===== src/rtl/tx_sym_sched.sv =====
// Transmit symbol scheduler: derives sample/symbol strobes from clk and feeds
// mapped 4-level symbols, or zeros while idle, starved or draining, to the transmit filter.
module tx_sym_sched #(
   parameter int                 CLK_DIV    = 4,
   parameter int                 SPS        = 4,
   parameter int                 FLUSH_SYMS = 77,
   parameter logic signed [17:0] SYMBOL_N2  = -18'sd65535,
   parameter logic signed [17:0] SYMBOL_N1  = -18'sd21845,
   parameter logic signed [17:0] SYMBOL_P1  = 18'sd21845,
   parameter logic signed [17:0] SYMBOL_P2  = 18'sd65535
) (
   input  logic               clk,
   input  logic               reset,
   input  logic               enable,
   input  logic               sym_valid,
   input  logic [1:0]         sym_data,
   output logic               sym_ready,
   output logic               sam_clk_en,
   output logic               sym_clk_en,
   output logic signed [17:0] sym_out,
   output logic               busy,
   output logic [15:0]        underrun_cnt
);

   localparam int DIV_W = (CLK_DIV > 1) ? $clog2(CLK_DIV) : 1;
   localparam int SMP_W = (SPS > 1) ? $clog2(SPS) : 1;
   localparam int DRN_W = (FLUSH_SYMS > 1) ? $clog2(FLUSH_SYMS) : 1;

   typedef enum logic [1:0] {S_IDLE, S_RUN, S_DRAIN} state_t;

   logic [DIV_W-1:0]    r_div;
   logic [SMP_W-1:0]    r_smp;
   logic [DRN_W-1:0]    r_drain;
   state_t              r_state;
   state_t              w_next_state;
   logic signed [17:0]  r_sym_out;
   logic [15:0]         r_underrun_cnt;
   logic                w_xfer;

   // Gray-coded dibit to 4-level amplitude
   function automatic logic signed [17:0] map_sym(input logic [1:0] d);
      case (d)
         2'b00:   map_sym = SYMBOL_N2;
         2'b01:   map_sym = SYMBOL_N1;
         2'b11:   map_sym = SYMBOL_P1;
         default: map_sym = SYMBOL_P2;
      endcase
   endfunction

   assign sam_clk_en = (r_div == DIV_W'(CLK_DIV - 1));
   assign sym_clk_en = sam_clk_en && (r_smp == SMP_W'(SPS - 1));

   always_ff @(posedge clk or posedge reset) begin
      if (reset) begin
         r_div <= '0;
         r_smp <= '0;
      end else begin
         r_div <= sam_clk_en ? '0 : r_div + 1'b1;
         if (sam_clk_en)
            r_smp <= sym_clk_en ? '0 : r_smp + 1'b1;
      end
   end

   always_ff @(posedge clk or posedge reset) begin
      if (reset)
         r_state <= S_IDLE;
      else
         r_state <= w_next_state;
   end

   always_comb begin
      w_next_state = r_state;
      sym_ready    = 1'b0;
      case (r_state)
         S_IDLE:  if (sym_clk_en && enable)       w_next_state = S_RUN;
         S_RUN: begin
            sym_ready = sym_clk_en && enable;
            if (sym_clk_en && !enable)            w_next_state = S_DRAIN;
         end
         S_DRAIN: if (sym_clk_en && r_drain == '0) w_next_state = S_IDLE;
         default:                                 w_next_state = S_IDLE;
      endcase
   end

   assign w_xfer       = sym_ready && sym_valid;
   assign busy         = (r_state != S_IDLE);
   assign sym_out      = r_sym_out;
   assign underrun_cnt = r_underrun_cnt;

   // Drain counter: loaded on the RUN->DRAIN boundary, leaves DRAIN after reaching 0
   always_ff @(posedge clk or posedge reset) begin
      if (reset)
         r_drain <= '0;
      else if (sym_clk_en) begin
         if (r_state == S_RUN && !enable)
            r_drain <= DRN_W'(FLUSH_SYMS - 1);
         else if (r_state == S_DRAIN && r_drain != '0)
            r_drain <= r_drain - 1'b1;
      end
   end

   always_ff @(posedge clk or posedge reset) begin
      if (reset)
         r_sym_out <= '0;
      else if (sym_clk_en)
         r_sym_out <= w_xfer ? map_sym(sym_data) : '0;
   end

   always_ff @(posedge clk or posedge reset) begin
      if (reset)
         r_underrun_cnt <= '0;
      else if (sym_ready && !sym_valid && r_underrun_cnt != 16'hFFFF)
         r_underrun_cnt <= r_underrun_cnt + 16'd1;
   end

endmodule


===== config.mk =====
export PLATFORM = sky130hd
export DESIGN_NAME = tx_sym_sched
export DESIGN_NICKNAME = d
export VERILOG_FILES = /design/src/rtl/tx_sym_sched.sv
export SDC_FILE = /design/constraint.sdc
export NUM_CORES = 1
export LEC_CHECK = 0
export CAP_MARGIN = 20
export CORE_ASPECT_RATIO = 1.25
export CORE_MARGIN = 2
export CORE_UTILIZATION = 49
export DETAILED_ROUTE_END_ITERATION = 8
export MAX_ROUTING_LAYER = met4
export PLACE_DENSITY_LB_ADDON = 0.1
export SLEW_MARGIN = 20
export SYNTH_ARGS = -nofsm -noshare
export SYNTH_HDL_FRONTEND = slang
export SYNTH_SLANG_ARGS = --single-unit

===== constraint.sdc =====
create_clock -name clk -period 2.1 [get_ports clk]
set_input_delay 0.525 -clock clk [delete_from_list [all_inputs] [get_ports clk]]
set_output_delay 0.525 -clock clk [all_outputs]
set_load 0.005 [all_outputs]

; ---- Word level (Yosys, flattened, before mapping)
; Index checks and enable logic that the tools add are counted.
[word_totals]
ff_bits = 47
input_bits = 6
out_inout_bits = 38
[op_classes]
n_addsub = 4
eq_ne = 10
mux = 11
n_reduce_logical = 19
[ops]
columns = op, count
row1 = $pmux W18 S3, 1
row2 = $mux W18, 1
row3 = $add A16 B1 Y16 const B, 1
row4 = $ne A16 B16 Y1 const B, 1
row5 = $mux W7, 2
row6 = $mux W2, 5
row7 = $logic_and A1 B1 Y1, 9
row8 = $eq A2 B2 Y1 const B, 4
row9 = $logic_not A7 Y1, 1
row10 = $reduce_bool A7 Y1, 1
row11 = $sub A7 B1 Y7 const B, 1
row12 = $ne A2 B2 Y1 const B, 3
row13 = $pmux W2 S3, 1
row14 = $add A2 B1 Y2 const B, 2
row15 = $eq A2 B1 Y1 const B, 2
row16 = $logic_not A2 Y1, 2
row17 = $reduce_bool A2 Y1, 2
row18 = $reduce_and A3 Y1, 1
row19 = $logic_not A1 Y1, 2
row20 = $reduce_and A2 Y1, 1
row21 = $mux W1, 1

; ---- Depth between registers and ports, before layout
; Gate-level depths: netlist of the first run.
[depth]
ltp_word = 6
depth_mapped = 6
depth_no_buf = 6

; ---- Worst setup path after synthesis of the first run
; OpenSTA, ideal clock, no wires.
[synth_timing]
path_kind = flip-flop to flip-flop
startpoint = register r_div[0]
endpoint = register r_underrun_cnt[8] (netlist: underrun_cnt[8])
arrival_time_ns = 1.693
t_required_ns = 1.974
setup_slack_ns = 0.282
stages_incl_launch_ff = 6
path_buffers = 0
synth_period_minus_slack_ns = 1.818
cell_sequence = dfrtp_1 -> ha_1 -> nand4b_1 -> nor4_1 -> or3b_1 -> xnor2_1
[synth_via]
elab_chain_len = 6
[synth_rtl]
columns = element, line_no
row1 = "start, declared", 31  ; logic [DIV_W-1:0] r_div;
row2 = "start signal, assigned", 58  ; r_div <= sam_clk_en ? '0 : r_div + 1'b1;
row3 = $eq A2 B2 Y1, 50  ; assign sam_clk_en = (r_div == DIV_W'(CLK_DIV - 1));
row4 = net sam_clk_en, 18  ; output logic sam_clk_en,
row5 = $logic_and A1 B1 Y1, 51  ; assign sym_clk_en = sam_clk_en && (r_smp == SMP_W'(SPS - 1));
row6 = $logic_and A1 B1 Y1, 77  ; sym_ready = sym_clk_en && enable;
row7 = $mux W1, 74  ; case (r_state)
row8 = $logic_and A1 B1 Y1 (2 in a row), 112  ; else if (sym_ready && !sym_valid && r_underrun_cnt != 16'hFFFF)
row9 = "end signal, assigned", 113  ; r_underrun_cnt <= r_underrun_cnt + 16'd1;
row10 = "end, declared", 37  ; logic [15:0] r_underrun_cnt;
; The timed path passes the listed nets, and every way through them passes these cells.
; A chain may end at the register's enable or synchronous reset.

; ---- Worst setup path after layout of the first run
[layout_timing]
startpoint = register r_div[0]
endpoint = output port sym_ready
[layout_via]
elab_chain_len = 4
[layout_rtl]
columns = element, line_no
row1 = $eq A2 B2 Y1, 50
row2 = $logic_and A1 B1 Y1, 51
row3 = $logic_and A1 B1 Y1, 77
row4 = $mux W1, 74
row5 = "end, declared", 17  ; output logic sym_ready,
; No other way between the ends.

==> run_results.csv, run 1 <==
group,metric,value,unit
floorplanning,core.rowCount,24,
global_routing,globalRouteTotalUtil,0.2030,
setup_path,ff2ff_path_depth,7,
timing,fin_crit_sh,0.9789,
layout,layout-drive-gt1-share,0.1567,
timing,max-slew-margin-rel,0.7295,
setup_path,crit_path_start_kind,"flip-flop",
floorplanning,die_w,57.84,um
setup_path,worst_r2r_startpoint,"r_div[0]",
setup_path,crit_arrival,1.53,ns
setup_path,timing.rr.end,"underrun_cnt[8]",
synthesis,synth_seq_area_share,0.4651,
worst_hold_path,hold_start,"r_div[0]",
layout,areaGrowthSynthToFinish,31.78,%
cts,numClockSinks,33,
timing,setup_viol,0,
power_and_ir_drop,peakVddDrop,0.4167,mV
placed_design,dp_hpwl,2665,um
synthesis,yosysMostFrequentCell,"dfrtp_1",
global_routing,grt_pass1_vias,1451,
placed_design,place.port_buffers,43,
drt,vias_per_cell,5.375,
drt,drc_errors,0,
drt,dr.pass1.iters,4,
floorplanning,io_pins,44,
drt,vias,1376,
placed_design,place_congestion,0.7757,
cts,cts-root-buf,"clkbuf_8",
worst_hold_path,whs_endpoint,"r_div[0]",
synthesis,synth.avg_cell_area,10.44,um^2
cts,htreeDepth,2,
layout,fillers,267,
layout,stdcell_area,2340,um^2
floorplanning,design.core.area,3483,um^2
cts,cts_tree,"done",
drt,routedWlPerCell,13.82,um
synthesis,ys_ff_latch,33,
worst_hold_path,hold_depth,1,
timing,maxSlewViolCount,0,
cts,clk_latency,0.28,ns
synthesis,synth_top_area_cell,"dfrtp_1",
setup_path,rrSetupSlack,0.09,ns
power_and_ir_drop,p_per_area,540.6,nW/um^2
drt,wl,3539,um
drt,antenna_left,0,
synthesis,netlist_top_cells_area,"dfrtp_1 47%, xor2_1 6.4%, buf_4 5.9%",
cts,hold_buffers,0,
layout,multi_input_area,828.3,um^2
setup_path,path_max_fanout,3,
timing,skew,0.002263,ns
status,status,"finished, final reports clean",
global_routing,grt_max_degree,34,
setup_path,required,1.57,ns
timing,rsz0062_at_grt,"no",
timing,hold_viol_final,0,
synthesis,synth_edf_count,0,
setup_path,crit_path_end_kind,"output port",
synthesis,syn_nets,184,
synthesis,syn_area,1775,um^2
synthesis,synth-main-ff-cell,"dfrtp_1",
floorplanning,die_h,71.30,um
floorplanning,die-area,4124,um^2
timing,fmax,0.4865,GHz
synthesis,synth_cell_types,37,
cts,numCtsBuffers,5,
drt,dr.first_iter.drc_count,48,
power_and_ir_drop,leakage,1.076,nW
layout,nets,231,
synthesis,async_flop_share,1.000,
timing,min_period,2.056,ns
synthesis,synth_top_area_share,0.4651,
placed_design,placed_area,2220,um^2
cts,clkTransAtPathRegs,0.06,ns
flow_run,maxCapViolations,0,
global_routing,antenna_found_initial,0,
worst_hold_path,hp-class,"reg -> reg",
synthesis,synth_warnings,0,
layout,register_area,825.8,um^2
global_routing,grt_pass1_wl,6279,um
cts,clk_path_buf_depth,2,
floorplanning,start_util,0.5097,
timing,whs,0.4447,ns
setup_path,worstSetupPathType,"reg -> out",
synthesis,syn_inst,170,
global_routing,grt_overflow,0,
layout,diodes,0,
synthesis,synth_common_cells,"33 x dfrtp_1, 16 x nand2_1, 14 x buf_4, 14 x nor2_1, 13 x xor2_1",
timing,max_slew.worst_pin.slew,0.4057,ns
==> worst max path at each step <==
stage / startpoint / endpoint / slack, ns / cells past startpoint
after floorplan: r_div[0] / underrun_cnt[8] / 0.28 / 5
after global placement: enable / sym_ready / -0.16 / 3
after detailed placement: sym_valid / underrun_cnt[7] / -0.20 / 5
after CTS: r_div[0] / sym_ready / 0.02 / 4
after global routing: r_div[0] / sym_ready / 0.0009 / 4
final: r_div[0] / sym_ready / 0.04 / 4
==> logic make-up after synthesis <==
logic type / Yosys count / synth area share
muxes: 6 / 0.03664
buffers and inverters: 22 / 0.07681
AOI/OAI and AO/OA: 11 / 0.03876
DFF: 33 / 0.4651
adders and majority gates: 8 / 0.05638
xor gates and xnor gates: 16 / 0.07893
and+or+nand+nor: 74 / 0.2474
==> flip-flops by register name (all words and copies together) (netlist names) <==
name and flops:
r_state 2, underrun_cnt 16, r_div 2, r_drain 7, sym_out 4, r_smp 2
==> layer usage <==
metal | GRT usage | vias up | wire [um]
li1 | - | 672 | -
met1 | 0.2266 | 660 | 1461
met2 | 0.3371 | 37 | 1846
met3 | 0.05235 | 7 | 162
met4 | 0.09302 | 0 | 69
met5 | - | - | 0
==> final cells by class <==
| class | count | share of cell area |
|---|---|---|
| inverters | 7 | 0.01123 |
| well taps | 39 | 0.02086 |
| clock buffers | 7 | 0.03690 |
| multi-input cells | 115 | 0.3540 |
| repair buffers | 55 | 0.2241 |
| flip-flops and latches | 33 | 0.3529 |
==> metrics by stage <==
stage               setup TNS [ns]  power (mW)  setup slack [ns]  cells    util
finish                           0       1.265           0.04440    256  0.6717
detailed placement          -1.477      0.7979           -0.2044    247  0.6372
global route                     0       1.329         0.0008643    256  0.6717
floorplan                        0      0.7369            0.2816    170       -
CTS                              0       1.280           0.01884    255  0.6667
global placement           -0.8693      0.7921           -0.1628    247  0.6372
==> power breakdown <==
part | total [mW] | switching [mW] | internal (mW) | leakage (nW)
sequential | 0.679 | 0.0237 | 0.655 | 0.423
clock | 0.482 | 0.222 | 0.260 | 0.0443
combinational | 0.104 | 0.0424 | 0.0617 | 0.609
total | 1.26 | 0.288 | 0.977 | 1.08
==> repair_timing <==
item / CTS / global route
gates resized for setup: 7 / 3
pin swaps: 0 / 2
endpoints found under the setup margin: 2 / 3
buffers inserted: 1 / 1
==> worst max-delay path, stage by stage (launching register included) <==
cell and delay (ns):
dfrtp_1 0.39, ha_2 0.19, and4b_2 0.25, and2_4 0.16, dlygate4sd2_1 0.26
==> cells in the final DEF (no fill, tap or decap), types with 4 or more instances in the layout <==
master / netlist / layout
clkdlybuf4s50_1: 0 / 40
mux2_2: 4 / 4
dfrtp_1: 33 / 33
nand2_1: 16 / 15
ha_1: 8 / 6
xor2_1: 13 / 13
nand3_1: 8 / 8
nor3_1: 5 / 5
o21ai_0: 6 / 6
buf_4: 14 / 11
nand4_1: 4 / 4
nor2_1: 14 / 14
clkbuf_8: 0 / 6
inv_1: 7 / 6
(Power assumes the default switching activity.)
==> inputs of run 2 (changes only) <==
Settings changed: CORE_MARGIN 2 to default, CORE_UTILIZATION 49 to 53.
Clock period 2.1 ns to 2.5 ns, I/O delays scaled along.
==> run 2 against run 1 <==
Compared with the run above: power decreased by 20%; cell area decreased by 3.2%; setup slack improved by 0.044 ns; global-route usage increased by 1.9 points; worst hold slack got worse by 0.0069 ns; clock skew increased by 0.0049 ns; register-to-register slack improved by 0.41 ns; via count decreased by 1.0%; sequential power decreased by 16%; flip-flop and latch count unchanged.
==> run_results.csv, run 2 (synthesized netlist as in run 1, its figures left out) <==
group,metric,value,unit
setup_path,crit_path_start_kind,"primary input",
drt,highest_layer,"met4",
floorplanning,start_util,0.5558,
drt,drc_errors,0,
placed_design,dp_hpwl,2512,um
cts,cts_tree,"done",
timing,maxSlewViolCount,0,
layout,mostFrequentLayoutCell,"clkdlybuf4s50_1",
timing,fin_crit_sh,0.9647,
layout,multi_input_area,825.8,um^2
timing,skew,0.007163,ns
global_routing,globalRouteTotalUtil,0.2219,
layout,largest_reg_flops,16,
layout,nets,224,
status,status,"finished, final reports clean",
placed_design,place.port_buffers,43,
floorplanning,die-area,3587,um^2
cts,clk_path_buf_depth,2,
setup_path,worstSetupPathType,"in -> out",
setup_path,crit_arrival,1.79,ns
drt,dr.pass1.iters,4,
layout,fillers,249,
drt,dr.first_iter.drc_count,32,
setup_path,ff2ff_path_depth,6,
power_and_ir_drop,leakage,1.015,nW
timing,fin_setup_tns,0,ns
setup_path,crit_chain,"clkdlybuf4s50_1 -> and2_1 -> clkdlybuf4s50_1",
setup_path,crit_path_end_kind,"output port",
global_routing,grt_max_degree,34,
timing,max-slew-margin-rel,0.7065,
layout,areaGrowthSynthToFinish,27.62,%
global_routing,grt_pass1_wl,5520,um
timing,min_period,2.412,ns
setup_path,slowest_delay,0.50,ns
setup_path,crit_top_cell,"clkdlybuf4s50_1",
placed_design,dp_slack,0.06461,ns
drt,routedWlPerCell,14.02,um
floorplanning,die_h,66.71,um
cts,hold_buffers,0,
layout,stdcell_count,246,
cts,clkTransAtPathRegs,0.06,ns
setup_path,crit_slowest_cell,"clkdlybuf4s50_1",
power_and_ir_drop,power,1.012,mW
layout,final_cell_mix,"43 x clkdlybuf4s50_1, 33 x dfrtp_1, 16 x nand2_1",
placed_design,numPlacedInstances,240,
cts,cts-root-buf,"clkbuf_8",
global_routing,grt_pass1_vias,1293,
floorplanning,core.rowCount,23,
floorplanning,die_w,53.77,um
drt,wl,3450,um
floorplanning,design.core.area,3194,um^2
timing,hold_viol_final,0,
global_routing,grt_overflow,0,
power_and_ir_drop,peakVddDrop,0.4103,mV
timing,setup_viol,0,
global_routing,antenna_found_initial,0,
floorplanning,io_pins,44,
power_and_ir_drop,p_per_area,446.7,nW/um^2
cts,htreeDepth,2,
layout,diodes,0,
drt,dr_wl_met3,135,um
timing,fmax,0.4146,GHz
layout,layout-drive-gt1-share,0.1053,
drt,antenna_left,0,
drt,vias_per_cell,5.537,
timing,rsz0062_at_grt,"no",
setup_path,path_max_fanout,3,
cts,clk_latency,0.28,ns
worst_hold_path,hold_depth,1,
timing,setup_slack,0.08813,ns
worst_hold_path,hp-class,"reg -> reg",
cts,numCtsBuffers,5,
setup_path,required,1.88,ns
layout,register_area,825.8,um^2
flow_run,maxCapViolations,0,
drt,wl_met1,1446,um
drt,met2WireLength,1788,um
placed_design,place_congestion,0.7645,
cts,ctsResizeCount,0,
timing,max_slew.worst_pin.slew,0.4370,ns
drt,vias,1362,
cts,post_cts_buffers,0,
cts,numClockSinks,33,
-- run 2: cell types whose count changed in the layout (fill, tap and decap cells not counted), sizes merged --
cell,before,now
buf,12,5
clkbuf,7,5
clkdlybuf4s50,40,43
clkinv,0,1
dlygate4sd2,2,0
dlymetal6s2s,1,0
-- run 2: stage by stage --
stage	hold WS, ns	util	area, um^2
global route	0.4676	0.7094	2266
CTS	0.4397	0.7054	2253
finish	0.4378	0.7094	2266
floorplan	0.4031	-	1775
global placement	0.4240	0.6823	2180
detailed placement	0.4305	0.6823	2180
-- run 2: path summary, 6_finish.rpt --
kind                                from               to  slack (ns)
worst min register to register  r_div[0]         r_div[0]        0.44
max in group asynchronous          reset      sym_out[14]        1.45
worst min-delay path            r_div[0]         r_div[0]        0.44
min in group asynchronous          reset       r_drain[3]        0.74
worst max register to register  r_div[0]  underrun_cnt[7]        0.50
worst max-delay path              enable        sym_ready        0.09
-- run 2: worst max-delay path, delay by kind of cell --
| family | cells | cell delay [ns] |
|---|---|---|
| simple gates | 1 | 0.16 |
| buf+inv | 2 | 1.00 |
-- run 2: per-layer routing --
layer | vias to the layer above | GRT usage
met2 | 35 | 0.3719
met5 | - | -
met1 | 667 | 0.2416
li1 | 654 | -
met3 | 6 | 0.05479
met4 | 0 | 0.09868
-- run 2: layout make-up --
cell class | count | area share
Clock inverter | 1 | 0.002209
Multi-Input combinational cell | 115 | 0.3644
Timing Repair Buffer | 48 | 0.2065
Clock buffer | 5 | 0.03037
Inverter | 7 | 0.01160
Sequential cell | 33 | 0.3644
Tap cell | 37 | 0.02043
-- run 2: where the power goes --
group	leakage (nW)	internal [mW]	switching, mW
logic	0.553	0.0507	0.0350
registers	0.423	0.551	0.0202
clock network	0.0399	0.183	0.173
total	1.02	0.784	0.228
==> inputs of run 3 (changes only) <==
Settings changed: SKIP_CTS_REPAIR_TIMING from default to 1.
==> results of run 3 <==
The final DEF is identical to that of run 2; final timing and power are the same.
